==> src/rtl/ntsc_timing_pkg.sv <==
// Shared constants, counter widths and line classification for the NTSC 240p timing generator.
package ntsc_timing_pkg;

    localparam int H_W = 11;
    localparam int V_W = 9;

    localparam int DEF_H_TOTAL        = 1716;
    localparam int DEF_H_SYNC_LEN     = 127;
    localparam int DEF_EQ_LEN         = 63;
    localparam int DEF_BURST_START    = 143;
    localparam int DEF_BURST_LEN      = 68;
    localparam int DEF_ACTIVE_START   = 316;
    localparam int DEF_H_PIXELS       = 320;
    localparam int DEF_PIX_DIV        = 4;
    localparam int DEF_V_TOTAL        = 262;
    localparam int DEF_V_ACTIVE_START = 22;
    localparam int DEF_V_PIXELS       = 240;

    typedef enum logic [1:0] {
        LINE_EQ,
        LINE_BROAD,
        LINE_NORMAL
    } line_type_t;

    // Lines 0-2 and 6-8 carry equalising pulses, 3-5 the broad vertical sync.
    function automatic line_type_t line_type(input logic [V_W-1:0] v);
        line_type_t lt;
        if (v <= 9'd2 || (v >= 9'd6 && v <= 9'd8)) begin
            lt = LINE_EQ;
        end else if (v >= 9'd3 && v <= 9'd5) begin
            lt = LINE_BROAD;
        end else begin
            lt = LINE_NORMAL;
        end
        return lt;
    endfunction

endpackage

==> src/rtl/ntsc_hv_counter.sv <==
// Horizontal/vertical raster counters; en low parks both at the frame origin.
module ntsc_hv_counter
    import ntsc_timing_pkg::*;
#(
    parameter int H_TOTAL = DEF_H_TOTAL,
    parameter int V_TOTAL = DEF_V_TOTAL
) (
    input  logic           clk_27m,
    input  logic           rst_n,
    input  logic           en,
    output logic [H_W-1:0] h_cnt,
    output logic [V_W-1:0] v_cnt,
    output logic           h_wrap,
    output logic           v_wrap
);

    localparam logic [H_W-1:0] H_LAST = H_W'(H_TOTAL - 1);
    localparam logic [V_W-1:0] V_LAST = V_W'(V_TOTAL - 1);

    assign h_wrap = (h_cnt == H_LAST);
    assign v_wrap = h_wrap && (v_cnt == V_LAST);

    // Advance h every enabled clock, bump v on the line wrap.
    always_ff @(posedge clk_27m or negedge rst_n) begin
        if (!rst_n) begin
            h_cnt <= '0;
            v_cnt <= '0;
        end else if (!en) begin
            h_cnt <= '0;
            v_cnt <= '0;
        end else if (h_wrap) begin
            h_cnt <= '0;
            v_cnt <= v_wrap ? '0 : v_cnt + 9'd1;
        end else begin
            h_cnt <= h_cnt + 11'd1;
        end
    end

endmodule

==> src/rtl/ntsc_timing_gen.sv <==
// NTSC 240p raster timing: composite sync, blanking, burst gate and pixel strobe.
// Every output is a registered decode of the counter state one clock earlier.
module ntsc_timing_gen
    import ntsc_timing_pkg::*;
#(
    parameter int H_TOTAL        = DEF_H_TOTAL,
    parameter int H_SYNC_LEN     = DEF_H_SYNC_LEN,
    parameter int EQ_LEN         = DEF_EQ_LEN,
    parameter int BURST_START    = DEF_BURST_START,
    parameter int BURST_LEN      = DEF_BURST_LEN,
    parameter int ACTIVE_START   = DEF_ACTIVE_START,
    parameter int H_PIXELS       = DEF_H_PIXELS,
    parameter int PIX_DIV        = DEF_PIX_DIV,
    parameter int V_TOTAL        = DEF_V_TOTAL,
    parameter int V_ACTIVE_START = DEF_V_ACTIVE_START,
    parameter int V_PIXELS       = DEF_V_PIXELS
) (
    input  logic       clk_27m,
    input  logic       rst_n,
    input  logic       en,
    output logic       sync_n,
    output logic       blank,
    output logic       burst_gate,
    output logic       pix_stb,
    output logic [8:0] pix_x,
    output logic [7:0] pix_y,
    output logic       line_start,
    output logic       frame_start
);

    if (ACTIVE_START + H_PIXELS * PIX_DIV > H_TOTAL) begin : g_chk_h_active
        $error("active window runs past the end of the line");
    end
    if (BURST_START + BURST_LEN > ACTIVE_START) begin : g_chk_burst
        $error("burst window overlaps the active window");
    end
    if (H_TOTAL % 2 != 0) begin : g_chk_h_even
        $error("H_TOTAL must be even");
    end
    if (V_ACTIVE_START + V_PIXELS > V_TOTAL) begin : g_chk_v_active
        $error("active lines run past the end of the frame");
    end
    if (V_ACTIVE_START < 9) begin : g_chk_v_start
        $error("active picture overlaps the vertical sync interval");
    end

    localparam int PH_W = (PIX_DIV > 1) ? $clog2(PIX_DIV) : 1;

    localparam logic [H_W-1:0] H_HALF     = H_W'(H_TOTAL / 2);
    localparam logic [H_W-1:0] H_EQ_END1  = H_W'(EQ_LEN);
    localparam logic [H_W-1:0] H_EQ_END2  = H_W'(H_TOTAL / 2 + EQ_LEN);
    localparam logic [H_W-1:0] H_BR_END1  = H_W'(H_TOTAL / 2 - H_SYNC_LEN);
    localparam logic [H_W-1:0] H_BR_END2  = H_W'(H_TOTAL - H_SYNC_LEN);
    localparam logic [H_W-1:0] H_SYNC_END = H_W'(H_SYNC_LEN);
    localparam logic [H_W-1:0] H_BURST_S  = H_W'(BURST_START);
    localparam logic [H_W-1:0] H_BURST_E  = H_W'(BURST_START + BURST_LEN);
    localparam logic [H_W-1:0] H_ACT_S    = H_W'(ACTIVE_START);
    localparam logic [H_W-1:0] H_ACT_E    = H_W'(ACTIVE_START + H_PIXELS * PIX_DIV);
    localparam logic [V_W-1:0] V_ACT_S    = V_W'(V_ACTIVE_START);
    localparam logic [V_W-1:0] V_ACT_E    = V_W'(V_ACTIVE_START + V_PIXELS);
    localparam logic [PH_W-1:0] PH_LAST   = PH_W'(PIX_DIV - 1);

    logic [H_W-1:0]  h_cnt;
    logic [V_W-1:0]  v_cnt;
    logic            h_wrap;
    logic            v_wrap;
    line_type_t      lt;
    logic            sync_low;
    logic            burst_d;
    logic            act_line;
    logic            in_win;
    logic            stb_d;
    logic [PH_W-1:0] phase_q;
    logic [8:0]      col_q;
    logic            sol_q;
    logic            sof_q;

    ntsc_hv_counter #(
        .H_TOTAL (H_TOTAL),
        .V_TOTAL (V_TOTAL)
    ) u_hv_counter (
        .clk_27m (clk_27m),
        .rst_n   (rst_n),
        .en      (en),
        .h_cnt   (h_cnt),
        .v_cnt   (v_cnt),
        .h_wrap  (h_wrap),
        .v_wrap  (v_wrap)
    );

    // Decode sync shape, burst and active window from the current raster position.
    always_comb begin
        lt       = line_type(v_cnt);
        sync_low = 1'b0;
        case (lt)
            LINE_EQ:    sync_low = (h_cnt < H_EQ_END1) ||
                                   (h_cnt >= H_HALF && h_cnt < H_EQ_END2);
            LINE_BROAD: sync_low = (h_cnt < H_BR_END1) ||
                                   (h_cnt >= H_HALF && h_cnt < H_BR_END2);
            default:    sync_low = (h_cnt < H_SYNC_END);
        endcase
        burst_d  = (lt == LINE_NORMAL) && (h_cnt >= H_BURST_S) && (h_cnt < H_BURST_E);
        act_line = (v_cnt >= V_ACT_S) && (v_cnt < V_ACT_E);
        in_win   = act_line && (h_cnt >= H_ACT_S) && (h_cnt < H_ACT_E);
        stb_d    = in_win && (phase_q == '0);
    end

    // Pixel divider and column count track h inside the window; the line/frame
    // origin flags are the registered wrap flags, so they are true while h=0 (and v=0).
    always_ff @(posedge clk_27m or negedge rst_n) begin
        if (!rst_n) begin
            phase_q <= '0;
            col_q   <= '0;
            sol_q   <= 1'b1;
            sof_q   <= 1'b1;
        end else if (!en) begin
            phase_q <= '0;
            col_q   <= '0;
            sol_q   <= 1'b1;
            sof_q   <= 1'b1;
        end else begin
            sol_q <= h_wrap;
            sof_q <= v_wrap;
            if (in_win) begin
                if (phase_q == PH_LAST) begin
                    phase_q <= '0;
                    col_q   <= col_q + 9'd1;
                end else begin
                    phase_q <= phase_q + PH_W'(1);
                end
            end else begin
                phase_q <= '0;
                col_q   <= '0;
            end
        end
    end

    // Register all outputs; pix_x/pix_y only load on a strobe and hold otherwise.
    always_ff @(posedge clk_27m or negedge rst_n) begin
        if (!rst_n) begin
            sync_n      <= 1'b1;
            blank       <= 1'b1;
            burst_gate  <= 1'b0;
            pix_stb     <= 1'b0;
            pix_x       <= '0;
            pix_y       <= '0;
            line_start  <= 1'b0;
            frame_start <= 1'b0;
        end else if (!en) begin
            sync_n      <= 1'b1;
            blank       <= 1'b1;
            burst_gate  <= 1'b0;
            pix_stb     <= 1'b0;
            pix_x       <= '0;
            pix_y       <= '0;
            line_start  <= 1'b0;
            frame_start <= 1'b0;
        end else begin
            sync_n      <= ~sync_low;
            blank       <= ~in_win;
            burst_gate  <= burst_d;
            pix_stb     <= stb_d;
            line_start  <= sol_q;
            frame_start <= sol_q && sof_q;
            if (stb_d) begin
                pix_x <= col_q;
                pix_y <= 8'(v_cnt - V_ACT_S);
            end
        end
    end

endmodule

==> config.mk <==
export PLATFORM = sky130hd
export DESIGN_NAME = ntsc_timing_gen
export DESIGN_NICKNAME = d
export VERILOG_FILES = /design/src/rtl/ntsc_timing_pkg.sv /design/src/rtl/ntsc_hv_counter.sv /design/src/rtl/ntsc_timing_gen.sv
export SDC_FILE = /design/constraint.sdc
export NUM_CORES = 1
export LEC_CHECK = 0
export BUFFER_PORTS_ARGS = -buffer_cell sky130_fd_sc_hd__buf_2
export CORE_MARGIN = 1.5
export CORE_UTILIZATION = 40
export CTS_CLUSTER_DIAMETER = 30
export CTS_CLUSTER_SIZE = 16
export DETAILED_ROUTE_END_ITERATION = 8
export SLEW_MARGIN = 20
export SYNTH_ARGS = -nofsm -noshare
export SYNTH_HDL_FRONTEND = slang
export SYNTH_SLANG_ARGS = --single-unit
==> constraint.sdc <==
create_clock -name clk_27m -period 5.1 [get_ports clk_27m]
set_clock_uncertainty 0.05 [all_clocks]
set_input_delay 0.765 -clock clk_27m [delete_from_list [all_inputs] [get_ports clk_27m]]
set_output_delay 0.765 -clock clk_27m [all_outputs]
set_load 0.01 [all_outputs]
==> results of run 1 <==
-- synthesized netlist by cell type (2+ instances only) --
cell type / n
sky130_fd_sc_hd__dfrtp_1: 52
sky130_fd_sc_hd__nor2_1: 24
sky130_fd_sc_hd__a22o_1: 17
sky130_fd_sc_hd__o21ai_0: 17
sky130_fd_sc_hd__nand2_1: 16
sky130_fd_sc_hd__inv_1: 14
sky130_fd_sc_hd__ha_1: 12
sky130_fd_sc_hd__xor2_1: 12
sky130_fd_sc_hd__a21oi_1: 10
sky130_fd_sc_hd__nand3_1: 10
sky130_fd_sc_hd__clkbuf_1: 9
sky130_fd_sc_hd__xnor2_1: 9
sky130_fd_sc_hd__nand4_1: 8
sky130_fd_sc_hd__nor3_1: 8
sky130_fd_sc_hd__buf_2: 6
sky130_fd_sc_hd__nor4_1: 6
sky130_fd_sc_hd__and3_1: 5
sky130_fd_sc_hd__o31ai_1: 5
sky130_fd_sc_hd__and2_1: 4
sky130_fd_sc_hd__dfstp_2: 4
sky130_fd_sc_hd__a21o_1: 3
sky130_fd_sc_hd__a31oi_1: 3
sky130_fd_sc_hd__and4_1: 3
sky130_fd_sc_hd__nand3b_1: 3
sky130_fd_sc_hd__nor2b_1: 3
sky130_fd_sc_hd__buf_4: 2
sky130_fd_sc_hd__nor4b_1: 2
sky130_fd_sc_hd__o211ai_1: 2
sky130_fd_sc_hd__or2_2: 2
sky130_fd_sc_hd__or3_1: 2
-- cell families after synthesis --
kind of cell	share of synthesized area, %
simple gates	18.3
compound gates	17.4
buf+inv	5.12
flops	47.6
xor+xnor	6.22
mux	0.339
fa+ha+maj	5.08
-- sequential cells by signal (all words and copies together) (netlist names) --
register	cells
blank	1
burst_gate	1
col_q	9
frame_start	1
line_start	1
phase_q	2
pix_stb	1
pix_x	9
pix_y	8
sof_q	1
sol_q	1
sync_n	1
u_hv_counter.h_cnt	11
u_hv_counter.v_cnt	9
-- power by group through the flow --
| stage | Combinational [W] | Sequential (W) | Clock [W] |
|---|---|---|---|
| floorplan | 0.0000445 | 0.000466 | 0 |
| global placement | 0.0000573 | 0.000473 | 0 |
| detailed placement | 0.0000572 | 0.000473 | 0 |
| CTS | 0.0000573 | 0.000464 | 0.000257 |
| global route | 0.0000653 | 0.000466 | 0.000273 |
| finish | 0.0000560 | 0.000464 | 0.000247 |
-- critical path: cells and delay by family (launching register included) --
kind,cells,cell delay [ns]
DFF,1,0.65
and+or+nand+nor,3,0.57
AOI/OAI and AO/OA,2,0.82
buffers and inverters,1,0.51
-- final timing paths --
path                                       start                    end  cells after the start  slack, ns
max                        u_hv_counter.h_cnt[6]  u_hv_counter.v_cnt[4]                      6       2.39
min                                   phase_q[0]             phase_q[0]                      1       0.44
max reg2reg                u_hv_counter.h_cnt[6]  u_hv_counter.v_cnt[4]                      6       2.39
min reg2reg                           phase_q[0]             phase_q[0]                      1       0.44
max in group asynchronous                  rst_n  u_hv_counter.v_cnt[8]                      2       4.01
min in group asynchronous                  rst_n  u_hv_counter.h_cnt[1]                      2       0.54
-- metrics by stage --
step                      cell area (sq um)  hold slack (ns)  utilization, %  setup slack (ns)
after floorplan                        2960            0.387               -              2.87
after global placement                 3110            0.404            43.1              2.23
after detailed placement               3110            0.423            43.1              2.19
after CTS                              3210            0.437            44.5              2.43
after global routing                   3210            0.458            44.5              2.21
final                                  3210            0.435            44.5              2.39
-- layout make-up --
| cell class | instances | area share [%] |
|---|---|---|
| Sequential cell | 56 | 43.8 |
| Multi-Input combinational cell | 204 | 43.6 |
| Timing Repair Buffer | 26 | 4.13 |
| Tap cell | 99 | 3.86 |
| Clock buffer | 7 | 2.69 |
| Inverter | 14 | 1.64 |
| Clock inverter | 1 | 0.273 |
-- layer usage --
layer,GRT usage [%],up-vias
li1,-,1081
met1,25.2,1093
met2,26.0,52
met3,2.95,6
met4,5.03,0
met5,0,-
==> impl_summary.txt, run 1 <==
----------------------------------------------------
[Finish]
  Area of all sequential standard cells ... 1410 sq um
  Final-stage net count ... 322
  Antenna diode instance count ... 0
  Highest-count cells in the layout ignoring fill and taps ... 52 x sky130_fd_sc_hd__dfrtp_1, 25 x sky130_fd_sc_hd__buf_2, 24 x sky130_fd_sc_hd__nor2_1
  Fraction of layout cells with a size suffix above 1 ... 14.3%
  Final standard cell count with taps included and fillers excluded ... 407
  Multi-input gate area in the final layout ... 1400 sq um
  Most common cell after layout, fill and taps aside ... sky130_fd_sc_hd__dfrtp_1
  Count of filler cells inserted in the layout ... 703
  Syn-to-layout area delta ... 8.55%

[Floorplan]
  Initial core utilization ... 41.0%
  Row count ... 31
  Die Ht ... 89.0 um
  Std-Cell Core Area ... 7210 sq um
  Horiz. Die Dim ... 89.0 um
  Die footprint ... 7910 sq um
  IO Pins ... 26

[Drt]
  Met1 Wirelength ... 3090 um
  Met2 routed WL ... 2770 um
  DR iter-0 viols ... 159
  Uppermost layer routed ... met4
  Post-Route WL ... 6220 um
  WL per Instance ... 15.3 um
  Via-to-Cell Ratio ... 5.48
  Detail Route met3 WL ... 284 um
  Pre-Repair DR Iteration Count ... 4
  Via count ... 2232
  Number of antenna-violating nets in the routed design ... 0
  Post-route DRC ... 0

[Power and ir drop]
  Total design power ... 0.000768 W
  Switching part of the total ... 23.8%
  Clk pwr share ... 32.2%
  Max VDD drop ... 94.3 uV
  Power per cell area ... 239 nW/um^2
  Net Sw Power ... 0.000183 W
  Power share of the sequential group ... 60.5%
  Internal power contribution ... 0.000585 W
  Logic pwr share ... 7.3%
  Standby leakage power ... 1.46 nW

[Place]
  Number of placed instances, taps included ... 399
  Post-DP HPWL ... 4270 um
  I/O Buffers ... 25
  Weighted congestion at the end of routability-driven global placement ... 0.856

[Synthesis]
  Distinct cells, synth ... 51
  Synthesized net count ... 309
  Avg Cell Area, Syn ... 10.1 sq um
  Main area contributors after synthesis ... sky130_fd_sc_hd__dfrtp_1 44%, sky130_fd_sc_hd__ha_1 5.1%, sky130_fd_sc_hd__a22o_1 5.0%, sky130_fd_sc_hd__dfstp_2 3.6%, sky130_fd_sc_hd__xor2_1 3.6%
  Largest area contributor in the synthesized netlist ... sky130_fd_sc_hd__dfrtp_1
  Count of flip-flops with a built-in enable after synthesis ... 0
  Asr flop ratio synth ... 100%
  Fraction of synthesized cell area taken by the top area cell type ... 44.0%
  Gate count after technology mapping ... 294
  Warning count from the yosys run ... 0
  Post-synth top flop ... sky130_fd_sc_hd__dfrtp_1
  Post-synthesis cell area ... 2960 sq um
  Post-synthesis sequential area ratio ... 47.6%
  Count of state elements after synthesis ... 56

[Global routing]
  Total congestion overflow after global routing ... 0
  Initial antenna violation count ... 0
  First-pass GRT wire length ... 10400 um
  Global-route total usage across every layer ... 17.1%
  Vias in the first global route ... 2100
  Pin count of the biggest net entering global routing ... 57

[Critical path]
  Startpoint class of the critical path ... flip-flop
  Largest stage delay on the critical path ... 0.66 ns
  Worst setup path category ... flip-flop to flip-flop
  Cell breakdown of the critical path ... and3b_1 > a41oi_1 > inv_1 > nand2b_4 > nor3b_2 > a21o_1
  Endpoint required time on the critical path ... 5.25 ns
  Critical path data arrival time ... 2.86 ns
  Capturing element type of the critical path ... flip-flop
  Worst-path fanout max ... 16
  Standard cell with the maximum stage delay on the critical path ... sky130_fd_sc_hd__a41oi_1

[Timing]
  Accumulated negative setup slack ... 0 ns
  Total setup violations reported at the end of the flow ... 0
  Endpoints failing hold ... 0
  RSZ-0062 raised after global routing ... false
  Slew Viols, Final ... 0
  Remaining max-slew budget at the tightest pin ... 43.7%
  Post-route clock period utilization ... 53.0%
  Least-Margin Pin Slew ... 0.841 ns
  Min cycle time layout ... 2.71 ns
  Peak clock frequency supported by timing ... 0.370 GHz

[CTS]
  TritonCTS Buffers ... 5
  Root buffer cell ... sky130_fd_sc_hd__clkbuf_8
  CTS sink count ... 56
  Cts repair resizes ... 0
  Clock transition time at the flip-flop clock pins of the worst setup and hold paths ... 0.09 ns
  H-tree Lvls ... 2
  CTS max path bufs ... 2
  Latest clock arrival within the worst-skew pair ... 0.30 ns
  TritonCTS clock tree ... yes
  Total of hold buffers inserted after clock tree synthesis ... 0
  Post-CTS Setup Bufs ... 0

[Run status]
  Status ... complete, no violations

[Flow run]
  Max-capacitance violation count ... 0

[Worst hold path]
  Type of the most critical hold path ... flip-flop to flip-flop

----------------------------------------------------
Note: power is estimated with default switching activity, not from simulation.
==> run 2, diff against run 1 <==
ABC_AREA = 1   (was unset)
clock period = 2.6 ns   (was 5.1 ns; I/O delays follow)
==> impl_summary.txt, run 2 <==
----------------------------------------------------
[Synthesis]
  Count of state elements after synthesis ... 56
  Main area contributors after synthesis ... sky130_fd_sc_hd__dfrtp_1 39%, sky130_fd_sc_hd__nand2_1 9.7%, sky130_fd_sc_hd__nor2_1 6.5%, sky130_fd_sc_hd__nand4_1 5.7%, sky130_fd_sc_hd__inv_1 5.3%
  Largest area contributor in the synthesized netlist ... sky130_fd_sc_hd__dfrtp_1
  Distinct cells, synth ... 35
  Avg Cell Area, Syn ... 7.96 sq um
  Post-synthesis sequential area ratio ... 41.7%
  Asr flop ratio synth ... 100%
  Cell with the most instances after synthesis ... sky130_fd_sc_hd__nand2_1
  Synthesized net count ... 439
  List of most frequent post-synthesis cells ... 87 x sky130_fd_sc_hd__nand2_1, 58 x sky130_fd_sc_hd__nor2_1, 52 x sky130_fd_sc_hd__dfrtp_1
  Warning count from the yosys run ... 0
  Post-synthesis cell area ... 3370 sq um
  Count of flip-flops with a built-in enable after synthesis ... 0
  Gate count after technology mapping ... 424
  Fraction of synthesized cell area taken by the top area cell type ... 38.6%
  Post-synth top flop ... sky130_fd_sc_hd__dfrtp_1

[Floorplan]
  IO Pins ... 26
  Die footprint ... 8990 sq um
  Initial core utilization ... 41.3%
  Die Ht ... 94.8 um
  Horiz. Die Dim ... 94.8 um
  Std-Cell Core Area ... 8180 sq um
  Row count ... 33

[Timing]
  Accumulated negative setup slack ... 0 ns
  Least-Margin Pin Slew ... 0.786 ns
  Total setup violations reported at the end of the flow ... 0
  Worst hold margin ... 0.423 ns
  Endpoints failing hold ... 0
  Remaining max-slew budget at the tightest pin ... 47.6%
  Min cycle time layout ... 2.07 ns
  Slew Viols, Final ... 0
  RSZ-0062 raised after global routing ... false
  Peak clock frequency supported by timing ... 0.483 GHz
  Post-route clock period utilization ... 79.6%
  Setup ws final ... 0.531 ns

[Finish]
  Most common cell after layout, fill and taps aside ... sky130_fd_sc_hd__nand2_1
  Multi-input gate area in the final layout ... 1640 sq um
  Register with the most flip-flops ... u_hv_counter.h_cnt
  Antenna diode instance count ... 0
  Fraction of layout cells with a size suffix above 1 ... 16.7%
  Syn-to-layout area delta ... 8.35%
  Count of filler cells inserted in the layout ... 843
  Area of all sequential standard cells ... 1410 sq um
  Highest-count cells in the layout ignoring fill and taps ... 87 x sky130_fd_sc_hd__nand2_1, 58 x sky130_fd_sc_hd__nor2_1, 52 x sky130_fd_sc_hd__dfrtp_1
  Max FFs per register ... 11
  Final-stage net count ... 462

[Global routing]
  Total congestion overflow after global routing ... 0
  Initial antenna violation count ... 0
  Global-route total usage across every layer ... 17.6%
  First-pass GRT wire length ... 12400 um
  Pin count of the biggest net entering global routing ... 28
  Vias in the first global route ... 2575

[Run status]
  Status ... complete, no violations

[Drt]
  Post-Route WL ... 7170 um
  Pre-Repair DR Iteration Count ... 4
  Post-route DRC ... 0
  Via count ... 2758
  Via-to-Cell Ratio ... 4.99
  Number of antenna-violating nets in the routed design ... 0
  DR iter-0 viols ... 113
  WL per Instance ... 13.0 um

[CTS]
  TritonCTS Buffers ... 5
  H-tree Lvls ... 2
  Latest clock arrival within the worst-skew pair ... 0.32 ns
  Total of hold buffers inserted after clock tree synthesis ... 1
  CTS max path bufs ... 2
  TritonCTS clock tree ... yes
  Cts repair resizes ... 0
  CTS sink count ... 56
  Post-CTS Setup Bufs ... 0
  Root buffer cell ... sky130_fd_sc_hd__clkbuf_8
  Clock transition time at the flip-flop clock pins of the worst setup and hold paths ... 0.11 ns

[Critical path]
  Endpoint required time on the critical path ... 2.76 ns
  Largest stage delay on the critical path ... 0.44 ns
  Cell breakdown of the critical path ... ha_1 > inv_1 > nand2_2 > nor2_4 > nand2_1 > nand2_1 > nand3_4 > nor2_8 > nand2_8 > nand3_1 > nand2_1
  Critical path buffer and inverter count ... 1
  Standard cell with the maximum stage delay on the critical path ... sky130_fd_sc_hd__dfrtp_1
  Worst setup path category ... flip-flop to flip-flop
  Cell family with most CP delay ... simple AND/OR/NAND/NOR gates
  Most frequent cell on the critical path ... sky130_fd_sc_hd__nand2_1
  Critical path data arrival time ... 2.23 ns
  Worst-path fanout max ... 23
  Startpoint class of the critical path ... flip-flop
  Capturing element type of the critical path ... flip-flop

[Flow run]
  Max-capacitance violation count ... 0

[Place]
  Worst slack at placement ... 0.516 ns
  Weighted congestion at the end of routability-driven global placement ... 0.934
  Post-DP HPWL ... 5450 um
  I/O Buffers ... 25

[Worst hold path]
  Type of the most critical hold path ... flip-flop to flip-flop

[Power and ir drop]
  Total design power ... 0.00145 W
  Power per cell area ... 397 nW/um^2
  Max VDD drop ... 233 uV
  Standby leakage power ... 1.88 nW

----------------------------------------------------
run 2: report_power, final:
part	leakage, nW	switching (W)	total, W	internal [W]
clock network	0.0445	0.000302	0.000494	0.000192
registers	0.765	0.00000632	0.000886	0.000880
logic	1.07	0.0000528	0.0000693	0.0000165
total	1.88	0.000361	0.00145	0.00109
run 2: worst min-delay path, delay by kind of cell, from the launching register on:
| family | cells | cell delay (ns) |
|---|---|---|
| DFF | 1 | 0.38 |
| buffers and inverters | 1 | 0.04 |
| and+or+nand+nor | 1 | 0.03 |
run 2: worst paths after layout:
kind                       cells after the start  slack (ns)                     to                  start
setup / recovery                              11        0.53               pix_y[2]  u_hv_counter.v_cnt[1]
hold reg to reg                                2        0.42            frame_start                  sof_q
setup reg to reg                              11        0.53               pix_y[2]  u_hv_counter.v_cnt[1]
min in group asynchronous                      2        0.48  u_hv_counter.h_cnt[9]                  rst_n
hold / removal                                 2        0.42            frame_start                  sof_q
max in group asynchronous                      3        1.35                 sync_n                  rst_n
run 2: kinds of logic (layout without fill, tap and decap cells):
group / count (synthesis) / after routing / synth area share, %
and+or+nand+nor: 245 / 245 / 36.4
buffers and inverters: 71 / 95 / 9.57
DFF: 56 / 56 / 41.7
AOI/OAI and AO/OA: 24 / 24 / 3.78
xor gates and xnor gates: 16 / 16 / 4.15
adders and majority gates: 12 / 12 / 4.45
run 2: through the flow:
stage | util (%) | cell area, sq um | cells
detailed placement | 43.5 | 3550 | 544
CTS | 44.7 | 3650 | 553
finish | 44.7 | 3650 | 553
floorplan | - | 3370 | 424
global placement | 43.5 | 3550 | 544
global route | 44.7 | 3650 | 553
run 2: routing by layer:
metal  share of wire (%)  GRT usage (%)
met1                  49           24.3
met5                   0              0
met4                0.40           4.10
met2                  47           29.0
met3                 3.2           2.66
run 2: final cells by class:
class                      instances  share of cell area (%)
tap                              105                    3.59
timing repair buffer              31                    4.72
clock buffer                       5                    1.88
sequential                        56                    38.5
clock inverter                     3                   0.582
multi-input combinational        297                    45.0
inverter                          56                    5.75
